==> src/rtl/pulse_bit_recover_pkg.sv <==
// pulse_bit_recover_pkg: shared state encodings, default timing thresholds and helpers
package pulse_bit_recover_pkg;
  typedef enum logic [1:0] {
    IDLE = 2'd0,
    HIGH = 2'd1,
    LOW  = 2'd2
  } state_t;
  localparam int DEF_SYNC_STAGES = 2;
  localparam int DEF_FILTER_LEN  = 4;
  localparam int DEF_CNT_W       = 10;
  localparam int DEF_MIN_PULSE   = 8;
  localparam int DEF_ONE_MIN     = 40;
  localparam int DEF_PULSE_MAX   = 120;
  localparam int DEF_GAP_TIMEOUT = 400;
  function automatic logic [7:0] sat_inc8(input logic [7:0] v);
    return (v == 8'hff) ? v : v + 8'd1;
  endfunction
endpackage

==> src/rtl/pulse_bit_recover_line_filter.sv <==
// pulse_bit_recover_line_filter: synchronises the raw line and debounces it into a clean level with edge pulses
module pulse_bit_recover_line_filter #(
  parameter int SYNC_STAGES = 2,
  parameter int FILTER_LEN  = 4
) (
  input  logic clock,
  input  logic reset_n,
  input  logic line_in,
  output logic filtered,
  output logic rise,
  output logic fall
);
  localparam int RW = $clog2(FILTER_LEN + 1);
  logic [SYNC_STAGES-1:0] sync;
  logic [RW-1:0]          run;
  logic                   synced;
  assign synced = sync[SYNC_STAGES-1];
  // shift the synchroniser and flip the level once FILTER_LEN disagreeing samples arrive in a row
  always_ff @(posedge clock or negedge reset_n) begin
    if (!reset_n) begin
      sync     <= '0;
      run      <= '0;
      filtered <= 1'b0;
      rise     <= 1'b0;
      fall     <= 1'b0;
    end else begin
      sync <= {sync[SYNC_STAGES-2:0], line_in};
      rise <= 1'b0;
      fall <= 1'b0;
      if (synced == filtered) run <= '0;
      else if (run == RW'(FILTER_LEN - 1)) begin
        filtered <= synced;
        rise     <= synced;
        fall     <= ~synced;
        run      <= '0;
      end else run <= run + 1'b1;
    end
  end
endmodule

==> src/rtl/pulse_bit_recover.sv <==
// pulse_bit_recover: measures filtered high pulses into serial bits, flags frame gaps and malformed pulses
module pulse_bit_recover
  import pulse_bit_recover_pkg::*;
#(
  parameter int SYNC_STAGES = DEF_SYNC_STAGES,
  parameter int FILTER_LEN  = DEF_FILTER_LEN,
  parameter int CNT_W       = DEF_CNT_W,
  parameter int MIN_PULSE   = DEF_MIN_PULSE,
  parameter int ONE_MIN     = DEF_ONE_MIN,
  parameter int PULSE_MAX   = DEF_PULSE_MAX,
  parameter int GAP_TIMEOUT = DEF_GAP_TIMEOUT
) (
  input  logic       clock,
  input  logic       reset_n,
  input  logic       line_in,
  output logic       serial_data,
  output logic       serial_clock,
  output logic       frame_gap,
  output logic       pulse_error,
  output logic [7:0] error_count
);
  localparam logic [CNT_W-1:0] W_MIN = CNT_W'(MIN_PULSE);
  localparam logic [CNT_W-1:0] W_ONE = CNT_W'(ONE_MIN);
  localparam logic [CNT_W-1:0] W_MAX = CNT_W'(PULSE_MAX);
  localparam logic [CNT_W-1:0] W_GAP = CNT_W'(GAP_TIMEOUT);
  localparam logic [CNT_W-1:0] W_SAT = '1;
  if (!(SYNC_STAGES >= 2 && FILTER_LEN >= 1 && MIN_PULSE < ONE_MIN && ONE_MIN <= PULSE_MAX &&
        PULSE_MAX < (2 ** CNT_W) - 1 && GAP_TIMEOUT < 2 ** CNT_W)) begin : g_bad_params
    $error("pulse_bit_recover: illegal parameter combination");
  end
  logic             filtered;
  logic             rise;
  logic             fall;
  state_t           state;
  logic [CNT_W-1:0] count;
  pulse_bit_recover_line_filter #(
    .SYNC_STAGES(SYNC_STAGES),
    .FILTER_LEN (FILTER_LEN)
  ) u_filt (
    .clock   (clock),
    .reset_n (reset_n),
    .line_in (line_in),
    .filtered(filtered),
    .rise    (rise),
    .fall    (fall)
  );
  // pulse/gap FSM: width counter, classifier, strobes and saturating error counter
  always_ff @(posedge clock or negedge reset_n) begin
    if (!reset_n) begin
      state        <= IDLE;
      count        <= '0;
      serial_data  <= 1'b0;
      serial_clock <= 1'b0;
      frame_gap    <= 1'b0;
      pulse_error  <= 1'b0;
      error_count  <= '0;
    end else begin
      serial_clock <= 1'b0;
      frame_gap    <= 1'b0;
      pulse_error  <= 1'b0;
      case (state)
        IDLE: if (rise) begin
          state <= HIGH;
          count <= CNT_W'(1);
        end
        HIGH: if (fall) begin
          if (count < W_MIN) begin
            state <= IDLE;
            count <= '0;
          end else if (count <= W_MAX) begin
            serial_data  <= count >= W_ONE;
            serial_clock <= 1'b1;
            state        <= LOW;
            count        <= CNT_W'(1);
          end else begin
            pulse_error <= 1'b1;
            error_count <= sat_inc8(error_count);
            state       <= IDLE;
            count       <= '0;
          end
        end else if (filtered && count != W_SAT) count <= count + 1'b1;
        LOW: if (rise) begin
          frame_gap <= count == W_GAP;
          state     <= HIGH;
          count     <= CNT_W'(1);
        end else if (count == W_GAP) begin
          frame_gap <= 1'b1;
          state     <= IDLE;
          count     <= '0;
        end else count <= count + 1'b1;
        default: begin
          state <= IDLE;
          count <= '0;
        end
      endcase
    end
  end
endmodule

==> config.mk <==
export PLATFORM = sky130hd
export DESIGN_NAME = pulse_bit_recover
export DESIGN_NICKNAME = d
export VERILOG_FILES = /design/src/rtl/pulse_bit_recover_pkg.sv /design/src/rtl/pulse_bit_recover_line_filter.sv /design/src/rtl/pulse_bit_recover.sv
export SDC_FILE = /design/constraint.sdc
export NUM_CORES = 1
export LEC_CHECK = 0
export ABC_AREA = 1
export CORE_MARGIN = 3
export CORE_UTILIZATION = 60
export DETAILED_ROUTE_END_ITERATION = 7
export PLACE_DENSITY = 0.82
export RECOVER_POWER = 25
export SLEW_MARGIN = 15
export SYNTH_ARGS = -nofsm -noshare
export SYNTH_HDL_FRONTEND = slang
export SYNTH_SLANG_ARGS = --single-unit
==> constraint.sdc <==
create_clock -name clock -period 3.7 [get_ports clock]
set_input_delay 0.74 -clock clock [delete_from_list [all_inputs] [get_ports clock]]
set_output_delay 0.74 -clock clock [all_outputs]
set_load 0.005 [all_outputs]
Yosys cells after proc, flatten, opt, wreduce, memory -nomap -nowiden:

Index checks and enable logic that the tools add are counted.

* $add $sub $neg: 3
* magnitude comparators: 3
* equality and inequality tests: 11
* mux-type cells: 32
* bitwise operators: 5
* reduce and logical (&&, ||, !) cells: 7

Operators with widths (count)
* $mux 10: 5
* $pmux 10 s3: 1
* $mux 1: 17
* $mux 2: 6
* $add 10x1->10 const B: 1
* $eq 10x9->1 const B: 1
* $ge 10x6->1 const B: 1
* $le 10x7->1 const B: 1
* $lt 10x4->1 const B: 1
* $ne 10x10->1 const B: 1
* $add 8x1->8 const B: 1
* $eq 8x8->1 const B: 1
* $mux 3: 2
* $ne 3x2->1 const B: 2
* $pmux 2 s3: 1
* $not 1->1: 5
* $reduce_and 5->1: 1
* $ne 2x1->1 const B: 2
* $reduce_and 2->1: 2
* $reduce_and 4->1: 1
* $add 3x1->3 const B: 1
* $eq 3x2->1 const B: 1
* $reduce_and 3->1: 1
* $eq 2x1->1 const B: 1
* 4 further kinds: 4

* flip-flop bits (word level): 32
* input bits: 3
* output and inout bits: 12

Longest topological paths before layout:

Gate-level depths: netlist of the first run.

* depth after elaboration: 5
* mapped depth: 11
* gate-level depth less buffers: 11

Cells and area by module:

A second synthesis of the first run with hierarchy kept.

* cells, all modules: 257
* area, all modules: 1941.9 µm²

By module, submodules not included
* pulse_bit_recover: instances 1, cells each 228, area each 1649.1 µm²
* pulse_bit_recover_line_filter: instances 1, cells each 29, area each 292.8 µm²

Least setup slack after synthesis of the first run:

OpenSTA, ideal clock, no wires.

* path type: register to register
* from: reg count[0]
* to: reg count[6]
* setup time: 0.120 ns
* arrival: 1.298 ns
* required time: 3.580 ns
* slack: 2.282 ns
* cell stages (with the launch flop): 12
* path buffers: 1
* period minus slack after synthesis: 1.418 ns
* cells stage by stage: dfrtp_1 -> ha_1 -> nand2_2 -> nor2_2 -> nand3_1 -> nand2_1 -> nand2_2 -> nand2_4 -> inv_2 -> buf_6 -> nand2_2 -> o21ai_2

* cells in the longest elaborated chain, start to end: 4

Ends and longest elaborated chain
* start: declaration: RTL line pulse_bit_recover.sv:35 `logic [CNT_W-1:0] count;`
* start signal: assignment: RTL line pulse_bit_recover.sv:81 `end else if (filtered && count != W_SAT) count <= count + 1'b1;`
* start signal: assignment: RTL line pulse_bit_recover.sv:90 `end else count <= count + 1'b1;`
* $add 10x1->10, or another cell as far along: RTL line pulse_bit_recover.sv:81, pulse_bit_recover.sv:90
* $mux 10, or another cell as far along: RTL line pulse_bit_recover.sv:86 `end else if (count == W_GAP) begin`
* $mux 10, or another cell as far along: RTL line pulse_bit_recover.sv:82 `LOW: if (rise) begin`
* $pmux 10 s3 / $reduce_and 2->1 (equally long branches)

Several ways; a longest one is shown, not always the timed one. The select of a mux whose other input is x is not followed.
A chain may end at the register's enable or synchronous reset.

==> results.py, run 1 <==
metrics = {
    "outcome": {
        "status": "finished, violations left",
        "violations": "max-capacitance violations, max-slew violations",
    },
    "worst_setup_path": {
        "cp-end-kind": "asynchronous set/reset pin",
        "worstPathRequired_ns": 3.84,
        "critPathBufInv": 2,
        "critPathArrivalTime_ns": 2.46,
        "crit_slowest_cell": "clkbuf_1",
        "cp-start-kind": "input port",
        "crit_chain": "dlygate4sd3_1, clkbuf_1",
        "path_max_fanout": 32,
        "critical_path_class": "in2async",
        "crit_family": "buffers and inverters",
        "max_stage_delay_ns": 1.19,
    },
    "logic_synthesis": {
        "yosysSeqAreaShare_pct": 42.44,
        "synthesis.nets": 248,
        "syn-cell-area_mm2": 0.001887,
        "synth-warning-count": 0,
        "ys_types": 27,
        "syn_avg_cell_area_um2": 7.829,
        "ys_seq_elements": 32,
        "syn_inst": 241,
    },
    "min_path": {
        "hold_path.class": "reg2reg",
    },
    "layout": {
        "ff_latch_area_um2": 800.8,
        "synthToLayoutAreaGrowth_pct": 12.86,
        "fill_cells": 225,
        "antenna_cells": 0,
        "multi_input_comb_area_um2": 909.6,
        "final_area_mm2": 0.002130,
        "nets": 265,
        "drive_above_1_share_pct": 14.29,
    },
    "floorplanning": {
        "io_pins": 15,
        "dieArea_mm2": 0.003853,
        "start_util_pct": 65.59,
        "die_h_um": 62.08,
        "core-area_mm2": 0.002877,
        "die_w_um": 62.08,
        "rows": 19,
    },
    "placed_design": {
        "place.gp.congestion": 0.9239,
        "dpl_cell_area_mm2": 0.002038,
        "dp_hpwl_mm": 2.708,
        "port_buffers": 14,
    },
    "power_and_ir_drop": {
        "p_clk_share_pct": 30.3,
        "p_leak_nw": 1.121,
        "p_int_mw": 0.6457,
        "p_seq_share_pct": 43.0,
        "p_comb_share_pct": 26.6,
        "p_sw_share_pct": 33.92,
        "pwr_density_cell_mw_per_mm2": 458.9,
        "netSwitchingPower_mw": 0.3315,
        "irDropWorstVdd_mv": 0.3018,
    },
    "detailed_routing": {
        "drtIter0Drc": 175,
        "dr_total_vias": 1564,
        "routed_via_density": 5.196,
        "wire_per_inst_um": 12.25,
        "firstDrtPassIters": 4,
        "ant_nets": 0,
        "drc": 0,
        "totalWireLength_mm": 3.686,
    },
    "clocking": {
        "ctsLongestPathBuffers": 2,
        "worst_skew_pair.late_latency_ns": 0.32,
        "cts_setup_buffers": 0,
        "clock-sinks": 32,
        "h-tree-depth": 2,
        "cts_hold_buf": 0,
        "cts.repair.resized": 0,
        "clk_pin_slew_ns": 0.09,
        "cts-buffers-inserted": 5,
        "cts_root_buf": "clkbuf_4",
        "cts_tree": "yes",
    },
    "sta": {
        "maxSlewViolCount": 33,
        "min_period_over_period_pct": 62.70,
        "grt_setup_unrepaired": "false",
        "fmax_mhz": 431.1,
        "period_minus_slack_ns": 2.320,
        "tns_ns": 0,
        "hold_viol_final": 0,
        "finalSetupViolCount": 0,
        "slew_headroom_pct": -10.19,
        "clock_skew_ns": 0.008947,
        "worstMarginPinSlew_ns": 1.653,
    },
    "global_routing": {
        "met2_usage_pct": 35.50,
        "grt_pass1_vias": 1492,
        "grt_use_met3_pct": 5.785,
        "grt-ovfl-total": 0,
        "grtUsageMet1_pct": 30.74,
        "antenna_found_initial": 0,
        "grt_pass1_wl_mm": 6.396,
        "grt_max_degree": 33,
        "track_usage_pct": 22.86,
        "top_usage_layer": "met2",
    },
    "flow_run": {
        "drv_cap": 1,
    },
}
[layout make-up]
cell class / instances / area share (%)
repair buffers: 15 / 6.757
clock inverters: 1 / 1.410
multi-input cells: 170 / 42.71
clock buffers: 7 / 3.055
inverters: 34 / 5.993
flip-flops and latches: 32 / 37.60
well taps: 42 / 2.468
[cell families after synthesis]
kind of cell | synth area share (%)
fa+ha+maj | 2.653
compound gates | 3.514
flops | 42.44
simple gates | 37.87
xor+xnor | 4.178
buf+inv | 9.350
[per-stage QoR]
step | setup slack [ns] | util, % | instances | total power [mW] | hold WS (ns)
after floorplan | 2.282 | - | 241 | 0.6427 | 0.3312
after global placement | 2.049 | 70.86 | 293 | 0.6801 | 0.3338
after detailed placement | 2.041 | 70.86 | 293 | 0.6861 | 0.3347
after CTS | 1.653 | 74.16 | 301 | 0.9825 | 0.3584
after global routing | 1.082 | 74.03 | 301 | 1.045 | 0.3858
final | 1.380 | 74.03 | 301 | 0.9773 | 0.3548
[power groups by stage]
stage | Combinational, mW | Sequential [mW] | Clock (mW)
after CTS | 0.260 | 0.420 | 0.303
after floorplan | 0.231 | 0.412 | 0
after detailed placement | 0.259 | 0.427 | 0
final | 0.260 | 0.421 | 0.296
after global placement | 0.255 | 0.425 | 0
after global routing | 0.301 | 0.425 | 0.319
[synth_stat cells, drive strengths merged]
cell	instances	share of area (%)
inv	33	6.6
nand2	88	20
clkinv	1	0.20
dfrtp	32	42
nand3b	2	1.5
xor2	6	2.8
xnor2	3	1.4
nand3	18	4.8
nor3	7	2.1
nor2	23	6.6
nand4	7	2.3
nor3b	1	0.40
o21ai	10	3.2
a21oi	1	0.26
ha	4	2.7
buf	5	2.6
[registers in the layout (all words and copies together), names as in the netlist]
name and count:
serial_clock 1, frame_gap 1, count 10, u_filt.sync 2, state 2, u_filt.filtered 1, error_count 8, u_filt.run 3
u_filt.fall 1, u_filt.rise 1, serial_data 1, pulse_error 1
[path summary, 6_finish.rpt]
| path | depth (start not counted) | from | slack [ns] | endpoint |
|---|---|---|---|---|
| setup / recovery | 2 | reset_n | 1.38 | count[9]$_DFFE_PN0P_ |
| hold / removal | 0 | u_filt.sync[0]$_DFF_PN0_ | 0.35 | u_filt.sync[1]$_DFF_PN0_ |
| setup reg to reg | 11 | count[0]$_DFFE_PN0P_ | 2.04 | count[8]$_DFFE_PN0P_ |
| hold reg to reg | 0 | u_filt.sync[0]$_DFF_PN0_ | 0.35 | u_filt.sync[1]$_DFF_PN0_ |
| max in group clock | 1 | error_count[5]$_DFFE_PN0P_ | 1.67 | error_count[5] |
| min in group asynchronous | 2 | reset_n | 1.35 | count[6]$_DFFE_PN0P_ |
[cell usage in the layout, fill, tap and decap left out, drive strengths merged]
master         netlist  layout
clkdlybuf4s50        0      12
inv                 33      33
nor2                23      23
o21ai               10      10
ha                   4       4
a21oi                1       1
bufinv               0       1
dlygate4sd3          0       2
nand2               88      88
nor3                 7       7
clkbuf               0       8
xor2                 6       6
nor3b                1       1
clkinv               1       1
nand4                7       7
xnor2                3       3
nand3               18      18
nand3b               2       2
dfrtp               32      32
[layer usage]
metal	wire length, um	share of wire [%]	vias to the layer above
li1	-	-	779
met1	1681	46	718
met3	207	5.6	4
met5	0	0	-
met2	1763	48	63
met4	33	0.90	0
No activity file was read; power rests on OpenSTA's default activity.
==> run 2, diff against run 1 <==
--- a/config.mk
+++ b/config.mk
@@ -7,9 +7,9 @@
 export LEC_CHECK = 0
 export ABC_AREA = 1
 export CORE_MARGIN = 3
-export CORE_UTILIZATION = 60
+export CORE_UTILIZATION = 57
 export DETAILED_ROUTE_END_ITERATION = 7
-export PLACE_DENSITY = 0.82
+export PLACE_DENSITY = 0.78
 export RECOVER_POWER = 25
 export SLEW_MARGIN = 15
 export SYNTH_ARGS = -nofsm -noshare
==> constraint.sdc (replaced) <==
create_clock -name clock -period 2.3 [get_ports clock]
set_input_delay 0.46 -clock clock [delete_from_list [all_inputs] [get_ports clock]]
set_output_delay 0.46 -clock clock [all_outputs]
set_load 0.005 [all_outputs]
==> run 2 against run 1 <==
  * The flow now finishes without violations
  * Critical path depth shrank 1
  * Clock-buffer cell count down 1
  * Sequential power up 60%
  * Worst setup slack worse by 0.87 ns
  * Clock power rose by 13%
  * Worst hold slack improved by 0.015 ns
  * Final area shrank 1.4%
  * Non-clock buffer count unchanged
  * Via count up 0.45%
  * Register-to-register slack worse by 1.4 ns
  * Sequential cell count is the same
  * Sequential share of layout area grew 0.54 points
==> results.py, run 2 (same netlist as run 1, synthesis figures left out) <==
metrics = {
    "outcome": {
        "status": "finished clean",
    },
    "global_routing": {
        "grt_pass1_wl_mm": 6.596,
        "met2_usage_pct": 33.90,
        "grt_use_met3_pct": 4.635,
        "track_usage_pct": 21.22,
        "grt_pass1_vias": 1508,
        "grt_max_degree": 33,
        "antenna_found_initial": 0,
        "grtUsageMet1_pct": 26.23,
        "grt-ovfl-total": 0,
        "top_usage_layer": "met2",
    },
    "layout": {
        "final_common_cell": "nand2_1",
        "antenna_cells": 0,
        "synthToLayoutAreaGrowth_pct": 11.27,
        "largest_reg_flops": 10,
        "largest-register": "count",
        "nets": 265,
        "drive_above_1_share_pct": 15.06,
        "most-common-layout-cells": "nand2_1 (74), dfrtp_1 (32), inv_1 (28)",
        "reg.largest.list": "count (10), error_count (8), u_filt.run (3)",
    },
    "floorplanning": {
        "io_pins": 15,
        "die_h_um": 63.54,
        "core-area_mm2": 0.003103,
        "die_w_um": 63.54,
        "start_util_pct": 60.81,
        "rows": 20,
        "dieArea_mm2": 0.004037,
    },
    "worst_setup_path": {
        "path_depth": 1,
        "r2r_cells": 10,
        "reg2reg_from": "count[0]$_DFFE_PN0P_",
        "path_max_fanout": 5,
        "critical_path_class": "reg2out",
        "cp-startpoint": "error_count[6]$_DFFE_PN0P_",
        "crit_family": "buffers and inverters",
        "endpoint": "error_count[6]",
        "cp-end-kind": "output port",
        "cp-start-kind": "flip-flop",
        "worstPathRequired_ns": 1.84,
        "critPathArrivalTime_ns": 1.33,
        "crit_chain": "clkdlybuf4s50_1",
        "max_stage_delay_ns": 0.54,
        "worstReg2RegEnd": "count[1]$_DFFE_PN0P_",
        "r2r_slack_ns": 0.65,
        "critPathBufInv": 1,
        "crit_slowest_cell": "clkdlybuf4s50_1",
    },
    "detailed_routing": {
        "drc": 0,
        "dr_total_vias": 1571,
        "totalWireLength_mm": 3.708,
        "drtIter0Drc": 185,
        "firstDrtPassIters": 4,
        "ant_nets": 0,
        "routed_via_density": 5.185,
        "wire_per_inst_um": 12.24,
    },
    "power_and_ir_drop": {
        "finalPower_mw": 1.435,
        "p_seq_share_pct": 47.0,
        "p_clk_share_pct": 23.3,
        "pwr_density_cell_mw_per_mm2": 683.3,
        "netSwitchingPower_mw": 0.5362,
        "p_comb_share_pct": 29.7,
        "p_int_mw": 0.8985,
        "p_leak_nw": 1.110,
        "p_sw_share_pct": 37.37,
        "irDropWorstVdd_mv": 0.5593,
    },
    "sta": {
        "worstMarginPinSlew_ns": 0.7538,
        "slew_headroom_pct": 49.75,
        "tns_ns": 0,
        "grt_setup_unrepaired": "false",
        "min_period_over_period_pct": 77.68,
        "hold_viol_final": 0,
        "maxSlewViolCount": 0,
        "fmax_mhz": 559.7,
        "finalSetupViolCount": 0,
        "period_minus_slack_ns": 1.787,
        "clock_skew_ns": 0.01119,
    },
    "clocking": {
        "clk_pin_slew_ns": 0.09,
        "cts-buffers-inserted": 5,
        "worst_skew_pair.late_latency_ns": 0.34,
        "cts_tree": "yes",
        "cts_setup_buffers": 0,
        "ctsLongestPathBuffers": 2,
        "cts_hold_buf": 0,
        "h-tree-depth": 2,
        "cts.repair.resized": 0,
        "clock-sinks": 32,
        "cts_root_buf": "clkbuf_4",
    },
    "min_path": {
        "hold_path.class": "reg2reg",
    },
    "placed_design": {
        "dp_hpwl_mm": 2.816,
        "place.gp.congestion": 0.9574,
        "port_buffers": 14,
    },
    "flow_run": {
        "drv_cap": 0,
    },
}
run 2: cell types whose count changed in the layout (fill, tap and decap cells not counted), sizes merged:
| cell | delta |
|---|---|
| bufinv | -1 |
| clkinv | +2 |
| clkbuf | -1 |
run 2: routing by layer:
layer,part of all wire [%],vias up
li1,-,785
met1,45,736
met2,48,41
met3,4.5,9
met4,2.3,0
met5,0,-
run 2: metrics by stage:
stage	instances	util [%]	hold WS [ns]	worst slack [ns]	area, um2
floorplan	241	-	0.1644	0.8819	1887
global placement	295	65.77	0.3372	0.7147	2041
detailed placement	295	65.77	0.3511	0.6609	2041
CTS	303	67.74	0.3734	0.5068	2102
global route	303	67.66	0.3753	0.4451	2100
finish	303	67.66	0.3701	0.5133	2100
run 2: cell type report:
cell class                 count  area (um2)
clock buffer                   6       51.30
clock inverter                 2       10.01
fill                         269        1003
inverter                      34       127.6
multi-input combinational    170       909.6
sequential                    32       800.8
tap                           44       55.05
timing repair buffer          15       145.1
run 2: worst register-to-register path: cells and delay by family, from the launching register on:
family          cells  cell delay, ns
compound gates      1            0.08
fa+ha+maj           1            0.25
buf+inv             1            0.24
flops               1            0.42
simple gates        7            0.59
run 2: how the worst min path moves through the flow:
| stage | endpoint | depth (start not counted) | start |
|---|---|---|---|
| 2_1_floorplan | count[0]$_DFFE_PN0P_ | 0 | reset_n |
| 3_3_place_gp | u_filt.sync[1]$_DFF_PN0_ | 0 | u_filt.sync[0]$_DFF_PN0_ |
| 3_5_place_dp | u_filt.sync[1]$_DFF_PN0_ | 0 | u_filt.sync[0]$_DFF_PN0_ |
| 4_1_cts | u_filt.sync[1]$_DFF_PN0_ | 0 | u_filt.sync[0]$_DFF_PN0_ |
| 5_1_grt | u_filt.sync[1]$_DFF_PN0_ | 0 | u_filt.sync[0]$_DFF_PN0_ |
| 6_report | u_filt.sync[1]$_DFF_PN0_ | 0 | u_filt.sync[0]$_DFF_PN0_ |
run 2: power groups by stage:
| stage | sequential (mW) | clock, mW | combinational [mW] |
|---|---|---|---|
| after floorplan | 0.663 | 0 | 0.371 |
| after global placement | 0.682 | 0 | 0.414 |
| after detailed placement | 0.685 | 0 | 0.427 |
| after CTS | 0.673 | 0.345 | 0.429 |
| after global routing | 0.683 | 0.371 | 0.488 |
| final | 0.674 | 0.335 | 0.426 |
==> run 3, diff against run 2 <==
--- a/config.mk
+++ b/config.mk
@@ -7,9 +7,9 @@
 export LEC_CHECK = 0
 export ABC_AREA = 1
 export CORE_MARGIN = 3
-export CORE_UTILIZATION = 57
+export CORE_UTILIZATION = 52
 export DETAILED_ROUTE_END_ITERATION = 7
-export PLACE_DENSITY = 0.78
+export PLACE_DENSITY = 0.75
 export RECOVER_POWER = 25
 export SLEW_MARGIN = 15
 export SYNTH_ARGS = -nofsm -noshare
==> constraint.sdc (replaced) <==
create_clock -name clock -period 1.62 [get_ports clock]
set_input_delay 0.324 -clock clock [delete_from_list [all_inputs] [get_ports clock]]
set_output_delay 0.324 -clock clock [all_outputs]
set_load 0.005 [all_outputs]
==> run 3 against run 2 <==
  * Non-clock buffer count rose by 10
  * Register-to-register slack got worse by 0.58 ns
  * Wire length rose by 3.2%
  * Worst hold slack got worse by 0.0014 ns
  * Final area rose by 5.1%
  * Critical path depth rose by 5
  * Global-route usage fell by 1.1 points
  * Clock-buffer cell count rose by 1
  * Combinational power rose by 54%
  * Clock power rose by 50%
  * Sequential share of layout area fell by 1.8 points
  * Critical path type is now reg2reg
==> results.py, run 3 (same netlist as run 1, synthesis figures left out) <==
metrics = {
    "sta": {
        "finalSetupViolCount": 0,
        "worstMarginPinSlew_ns": 0.7781,
        "setup_slack_ns": 0.07445,
        "slew_headroom_pct": 48.13,
        "hold_viol_final": 0,
        "fmax_mhz": 647.0,
        "tns_ns": 0,
        "clock_skew_ns": 0.01101,
        "grt_setup_unrepaired": "true",
        "period_minus_slack_ns": 1.546,
        "min_period_over_period_pct": 95.40,
        "maxSlewViolCount": 0,
    },
    "worst_setup_path": {
        "critical_path_class": "reg2reg",
        "worstPathRequired_ns": 1.85,
        "critPathArrivalTime_ns": 1.77,
        "cp-start-kind": "flip-flop",
        "cp-end-kind": "flip-flop",
        "path_max_fanout": 8,
    },
    "layout": {
        "reg.largest.list": "count (10), error_count (8), u_filt.run (3)",
        "most-common-layout-cells": "nand2_1 (74), dfrtp_1 (32), inv_1 (27)",
        "largest_reg_flops": 10,
        "drive_above_1_share_pct": 19.78,
        "multi_input_comb_area_um2": 924.6,
        "ff_latch_area_um2": 800.8,
        "fill_cells": 285,
        "nets": 275,
        "antenna_cells": 0,
        "final_common_cell": "nand2_1",
        "largest-register": "count",
        "synthToLayoutAreaGrowth_pct": 16.91,
    },
    "outcome": {
        "status": "finished clean",
    },
    "power_and_ir_drop": {
        "p_leak_nw": 1.199,
        "irDropWorstVdd_mv": 0.6739,
        "pwr_density_cell_mw_per_mm2": 961.0,
    },
    "floorplanning": {
        "die_w_um": 66.24,
        "rows": 21,
        "dieArea_mm2": 0.004387,
        "io_pins": 15,
        "die_h_um": 66.24,
        "start_util_pct": 55.24,
        "core-area_mm2": 0.003416,
    },
    "placed_design": {
        "place.gp.congestion": 0.9232,
        "dp_hpwl_mm": 2.770,
        "port_buffers": 14,
        "pre_cts_ws_ns": 0.02505,
    },
    "global_routing": {
        "grt_pass1_vias": 1565,
        "grt-ovfl-total": 0,
        "antenna_found_initial": 0,
        "grt_pass1_wl_mm": 6.734,
        "grt_max_degree": 33,
        "track_usage_pct": 20.09,
    },
    "detailed_routing": {
        "wire_per_inst_um": 12.19,
        "dr_total_vias": 1576,
        "routed_via_density": 5.019,
        "ant_nets": 0,
        "drc": 0,
        "firstDrtPassIters": 4,
        "drtIter0Drc": 116,
        "totalWireLength_mm": 3.828,
    },
    "clocking": {
        "cts_root_buf": "clkbuf_4",
        "ctsLongestPathBuffers": 2,
        "cts_tree": "yes",
        "cts_hold_buf": 0,
        "worst_skew_pair.late_latency_ns": 0.33,
        "clock-sinks": 32,
        "h-tree-depth": 2,
        "cts-buffers-inserted": 5,
        "clk_pin_slew_ns": 0.10,
    },
    "flow_run": {
        "drv_cap": 0,
    },
    "min_path": {
        "hold_path.class": "reg2reg",
    },
}
run 3: final cells by class:
type / count / share of cell area [%]
Multi-Input combinational cell: 170 / 41.92
Inverter: 34 / 6.012
Sequential cell: 32 / 36.30
Tap cell: 46 / 2.609
Timing Repair Buffer: 25 / 10.21
Clock buffer: 7 / 2.950
run 3: worst max-delay path, cell delays in order, from the launching register on:
cell	delay, ns
dfrtp_1	0.52
nand3_1	0.22
nor3_2	0.32
nand3_1	0.11
nand2_1	0.10
nand3b_4	0.12
nand2_1	0.04
run 3: stage by stage:
step	power, mW	util [%]	hold WS, ns	cell area [um2]	cells
floorplan	1.468	-	0.02841	1887	241
global placement	1.582	60.92	0.3470	2081	302
detailed placement	1.596	60.92	0.3378	2081	302
CTS	2.103	63.48	0.3681	2168	312
global route	2.260	64.58	0.3762	2206	314
finish	2.120	64.58	0.3686	2206	314
run 3: final timing paths:
path	start	depth (start not counted)	slack (ns)	endpoint
min in group asynchronous	reset_n	2	0.59	count[5]$_DFFE_PN0P_
setup reg to reg	count[2]$_DFFE_PN0P_	6	0.07	count[9]$_DFFE_PN0P_
hold / removal	u_filt.sync[0]$_DFF_PN0_	0	0.37	u_filt.sync[1]$_DFF_PN0_
max in group asynchronous	reset_n	2	0.52	u_filt.filtered$_DFFE_PN0P_
hold reg to reg	u_filt.sync[0]$_DFF_PN0_	0	0.37	u_filt.sync[1]$_DFF_PN0_
setup / recovery	count[2]$_DFFE_PN0P_	6	0.07	count[9]$_DFFE_PN0P_
run 3: metal layers:
metal / track usage (%) / vias to the layer above / routed length [um]
met5: 0 / - / 0
met4: 7.868 / 0 / 57
met3: 5.952 / 7 / 198
met2: 30.61 / 47 / 1787
met1: 26.64 / 714 / 1784
li1: - / 808 / -
run 3: where the power goes:
| part | internal (mW) | switching [mW] |
|---|---|---|
| clock network | 0.246 | 0.256 |
| registers | 0.878 | 0.0820 |
| logic | 0.220 | 0.438 |
| total | 1.34 | 0.776 |
run 3: repair_timing:
action / CTS / global route
setup endpoints to repair: 3 / 15
buffers inserted: 3 / 2
gates resized for setup: 0 / 10
==> variant 1, RTL diff (config.mk and constraints of run 2) <==
Register the output `error_count` once more, with the module's reset; this adds one clock of latency there. The other outputs are not delayed to match.
--- a/src/rtl/pulse_bit_recover.sv
+++ b/src/rtl/pulse_bit_recover.sv
@@ -24,6 +24,8 @@
   localparam logic [CNT_W-1:0] W_MAX = CNT_W'(PULSE_MAX);
   localparam logic [CNT_W-1:0] W_GAP = CNT_W'(GAP_TIMEOUT);
   localparam logic [CNT_W-1:0] W_SAT = '1;
+
+  logic [7:0] error_count_s0;
   if (!(SYNC_STAGES >= 2 && FILTER_LEN >= 1 && MIN_PULSE < ONE_MIN && ONE_MIN <= PULSE_MAX &&
         PULSE_MAX < (2 ** CNT_W) - 1 && GAP_TIMEOUT < 2 ** CNT_W)) begin : g_bad_params
     $error("pulse_bit_recover: illegal parameter combination");
@@ -53,7 +55,7 @@
       serial_clock <= 1'b0;
       frame_gap    <= 1'b0;
       pulse_error  <= 1'b0;
-      error_count  <= '0;
+      error_count_s0 <= '0;
     end else begin
       serial_clock <= 1'b0;
       frame_gap    <= 1'b0;
@@ -74,7 +76,7 @@
             count        <= CNT_W'(1);
           end else begin
             pulse_error <= 1'b1;
-            error_count <= sat_inc8(error_count);
+            error_count_s0 <= sat_inc8(error_count_s0);
             state       <= IDLE;
             count       <= '0;
           end
@@ -95,5 +97,13 @@
       endcase
     end
   end
+  always_ff @(posedge clock or negedge reset_n) begin
+    if (!reset_n) begin
+      error_count <= '0;
+    end else begin
+      error_count <= error_count_s0;
+    end
+  end
+
 endmodule
 
Behaviour: same outputs for any inputs over 10 cycles, from zero or initial values and one cycle with reset_n low; that may be too few to reach the edited logic, so the function may still have changed.
==> variant 1 against run 2 <==
- power up 13%
- via count up 5.3%
- critical endpoint is now serial_data
- combinational power increased by 6.8%
- wire length grew 12%
- register-to-register slack worse by 30 ps
- sequential cell count increased by 8
- clock skew rose by 3.2 ps
- worst setup slack better by 95 ps
- final area is 9.3% higher
- global-route usage is 1.2 points higher
- critical path type unchanged
- synthesized area is 9.9% higher
- count of clock-buffer cells in the layout decreased by 1
- fmax is 5.6% higher
==> variant 1: results (changes against run 2) <==
* Tmin final at 1690 ps (was 1790 ps)
* Compound-cell area share of the yosys netlist at 4.16% (was 3.51%)
* RR Startpoint: count[1]$_DFFE_PN0P_ (was count[0]$_DFFE_PN0P_)
* Worst EP arrival at 1230 ps (was 1330 ps)
* Switching Fraction at 37.3% (was 37.4%)
* Worst Path Max Fanout at 2 (was 5)
* Outcome: complete, no violations (unchanged)
* First-pass GRT wire length at 7370 um (was 6600 um)
* Max incr delay on CP at 510 ps (was 540 ps)
* Drt total wl at 4140 um (was 3710 um)
* Worst-path clk slew at 120 ps (was 90 ps)
* Worst Hold Class: in -> async (was reg -> reg)
* Clock skew at 14.4 ps (was 11.2 ps)
* Global routing met1 resource utilization at 30.2% (was 26.2%)
* Post-synthesis xor/xnor area fraction at 3.38% (was 4.18%)
* Critical Path Source: serial_data$_DFFE_PN0P_ (was error_count[6]$_DFFE_PN0P_)
* GRT Total Usage at 22.4% (was 21.2%)
* Nets at 276 (was 265)
* Met3 wire length at 202 um (was 166 um)
* Peak VDD IR at 532 uV (was 559 uV)
* Commonest cells post-synth: nand2_1, dfrtp_1, inv_1 (unchanged)
* WL/cell at 13.2 um (was 12.2 um)
* Syn nets at 258 (was 248)
* Sequential-to-total area share from yosys stat at 48.3% (was 42.4%)
* Met3 GRT Util at 4.25% (was 4.63%)
* DR iter-0 viols at 136 (was 185)
* Vias in the first global route at 1639 (was 1508)
variant 1: changes by cell type in the layout (fill, tap and decap cells not counted), moves of 2 or more:
cell	before	now
dfrtp_1	32	40
nor2_1	17	20
xor2_1	6	4
o21ai_0	4	7
nand3_2	0	4
nand3_1	18	23
nand2_1	74	69
nand2_2	11	8
variant 1: area by class of cell:
cell class | count | area [um^2]
Fill cell | 289 | 1120
Sequential cell | 40 | 1000
Multi-Input combinational cell | 176 | 928
Timing Repair Buffer | 14 | 135
Inverter | 32 | 123
Tap cell | 46 | 57.6
Clock buffer | 5 | 37.5
Clock inverter | 2 | 12.5
variant 1: power groups by stage:
stage | clock network, uW | logic (uW) | registers (uW)
2_1_floorplan | 0 | 389 | 813
5_1_grt | 376 | 524 | 830
6_report | 339 | 455 | 820
3_3_place_gp | 0 | 451 | 833
3_5_place_dp | 0 | 452 | 834
4_1_cts | 348 | 455 | 820
==> variant 2, RTL diff (settings of run 2) <==
Without the edit above. `DEF_PULSE_MAX`: 120 -> 90.
--- a/src/rtl/pulse_bit_recover_pkg.sv
+++ b/src/rtl/pulse_bit_recover_pkg.sv
@@ -10,7 +10,7 @@
   localparam int DEF_CNT_W       = 10;
   localparam int DEF_MIN_PULSE   = 8;
   localparam int DEF_ONE_MIN     = 40;
-  localparam int DEF_PULSE_MAX   = 120;
+  localparam int DEF_PULSE_MAX   = 90;
   localparam int DEF_GAP_TIMEOUT = 400;
   function automatic logic [7:0] sat_inc8(input logic [7:0] v);
     return (v == 8'hff) ? v : v + 8'd1;
Function: no difference found for any inputs over 10 cycles, from zero or initial values and one cycle with reset_n low; that may be too few to reach the edited logic, so the function may still have changed.
==> variant 2 against run 2 <==
- power is 10% higher
- clock power is 30% higher
- utilization is 0.12 points higher
- wire length is 0.59% lower
- synthesized area is 0.60% lower
- final area is 0.18% higher
- sequential cell count stayed put
- cell count is 3.3% lower
- worst setup slack worse by 19 ps
- combinational power is 9.4% higher
- first-iteration DRC count is 52% lower
- critical endpoint is now error_count[4]
- largest power group unchanged
==> variant 2: results (changes against run 2) <==
* Drt total wl at 3690 um (was 3710 um)
* Final Non-Filler Cells at 293 (was 303)
* DP Worst Slack at 686 ps (was 661 ps)
* CP max stage cell: clkdlybuf4s50_1 (unchanged)
* Fraction of layout instances using a drive strength above 1 at 14.1% (was 15.1%)
* Cells after synthesis at 230 (was 241)
* Top flop regs: count (10), error_count (8), u_filt.run (3) (unchanged)
* Compound-cell area share of the yosys netlist at 6.87% (was 3.51%)
* First-pass GRT wire length at 6400 um (was 6600 um)
* GPL Wtd Cong at 1.02 (was 0.957)
* Outcome: complete, no violations (unchanged)
* Fill cell count at 264 (was 269)
* Commonest cells post-synth: nand2_1, dfrtp_1, inv_1, nand3_1, nor2_1 (was nand2_1, dfrtp_1, inv_1)
* Post-synthesis async set-or-reset flop share at 100% (unchanged)
* Sequential-to-total area share from yosys stat at 42.7% (was 42.4%)
* Yosys cell types at 28 (was 27)
* Area contributors post-synth: dfrtp_1, nand2_1, nand3_1, inv_1, nor2_1 (was dfrtp_1, nand2_1, inv_1, nand3_1, nand2_2)
* DR iter-0 viols at 88 (was 185)
* Adder-cell share of the synthesized area at 2.67% (was 2.65%)
* Clock skew at 5.54 ps (was 11.2 ps)
* Worst EP arrival at 1350 ps (was 1330 ps)
* Synth Flop Type: dfrtp_1 (unchanged)
* Via count at 1585 (was 1571)
* Post-synthesis xor/xnor area fraction at 4.67% (was 4.18%)
* Peak VDD IR at 500 uV (was 559 uV)
* Nets at 255 (was 265)
* Relative slew slack at 49.0% (was 49.7%)
* Vias in the first global route at 1428 (was 1508)
* Leak at 0.00105 uW (was 0.00111 uW)
* GRT Total Usage at 20.5% (was 21.2%)
* Num CTS Buffers at 5 (unchanged)
* Dpl hpwl at 2660 um (was 2820 um)
* Syn nets at 237 (was 248)
==> variant 2: cell count changes after synthesis, sizes merged, moves of 2 or more <==
cell / delta
nand2: -26
nand3: +13
o21ai: +7
buf: -2
inv: -2
nand3b: -2
nor3: -2
==> variant 2: through the flow <==
step                util [%]  area [um^2]
floorplan                  -         1880
global placement        65.3         2030
detailed placement      65.3         2030
CTS                     67.9         2110
global route            67.8         2100
finish                  67.8         2100
==> variant 2: path summary, 6_finish.rpt <==
path / from / end / slack, ps / depth (start not counted)
max: error_count[4]$_DFFE_PN0P_ / error_count[4] / 490 / 1
min: u_filt.sync[0]$_DFF_PN0_ / u_filt.sync[1]$_DFF_PN0_ / 360 / 0
max reg2reg: count[0]$_DFFE_PN0P_ / count[1]$_DFFE_PN0P_ / 640 / 10
min reg2reg: u_filt.sync[0]$_DFF_PN0_ / u_filt.sync[1]$_DFF_PN0_ / 360 / 0
max in group asynchronous: reset_n / serial_clock$_DFF_PN0_ / 1120 / 2
min in group asynchronous: reset_n / count[5]$_DFFE_PN0P_ / 700 / 2
==> variant 2: logic make-up (layout without fill, tap and decap cells) <==
| logic type | Yosys count | count (layout) |
|---|---|---|
| compound gates | 19 | 19 |
| xor+xnor | 10 | 10 |
| fa+ha+maj | 4 | 4 |
| buf+inv | 35 | 54 |
| flops | 32 | 32 |
| simple gates | 130 | 130 |
==> variant 2: final cells by class <==
class / count / share of cell area [%]
tap: 44 / 2.62
clock inverter: 3 / 2.02
multi-input combinational: 163 / 43.0
inverter: 31 / 5.65
sequential: 32 / 38.1
clock buffer: 5 / 1.78
timing repair buffer: 15 / 6.90
==> variant 2: power breakdown <==
group / internal, uW / total [uW] / switching, uW
Clock: 226 / 435 / 209
Combinational: 143 / 466 / 323
Sequential: 619 / 680 / 61.0
Total: 988 / 1580 / 593
==> variant 2: metal layers <==
metal	global-route usage, %	share of wire [%]	vias to the layer above	wire length (um)
met5	0	0	-	0
met4	8.63	2.1	0	78
met3	6.06	6.1	10	226
met2	31.2	46	55	1700
met1	27.2	46	740	1680
li1	-	-	780	-
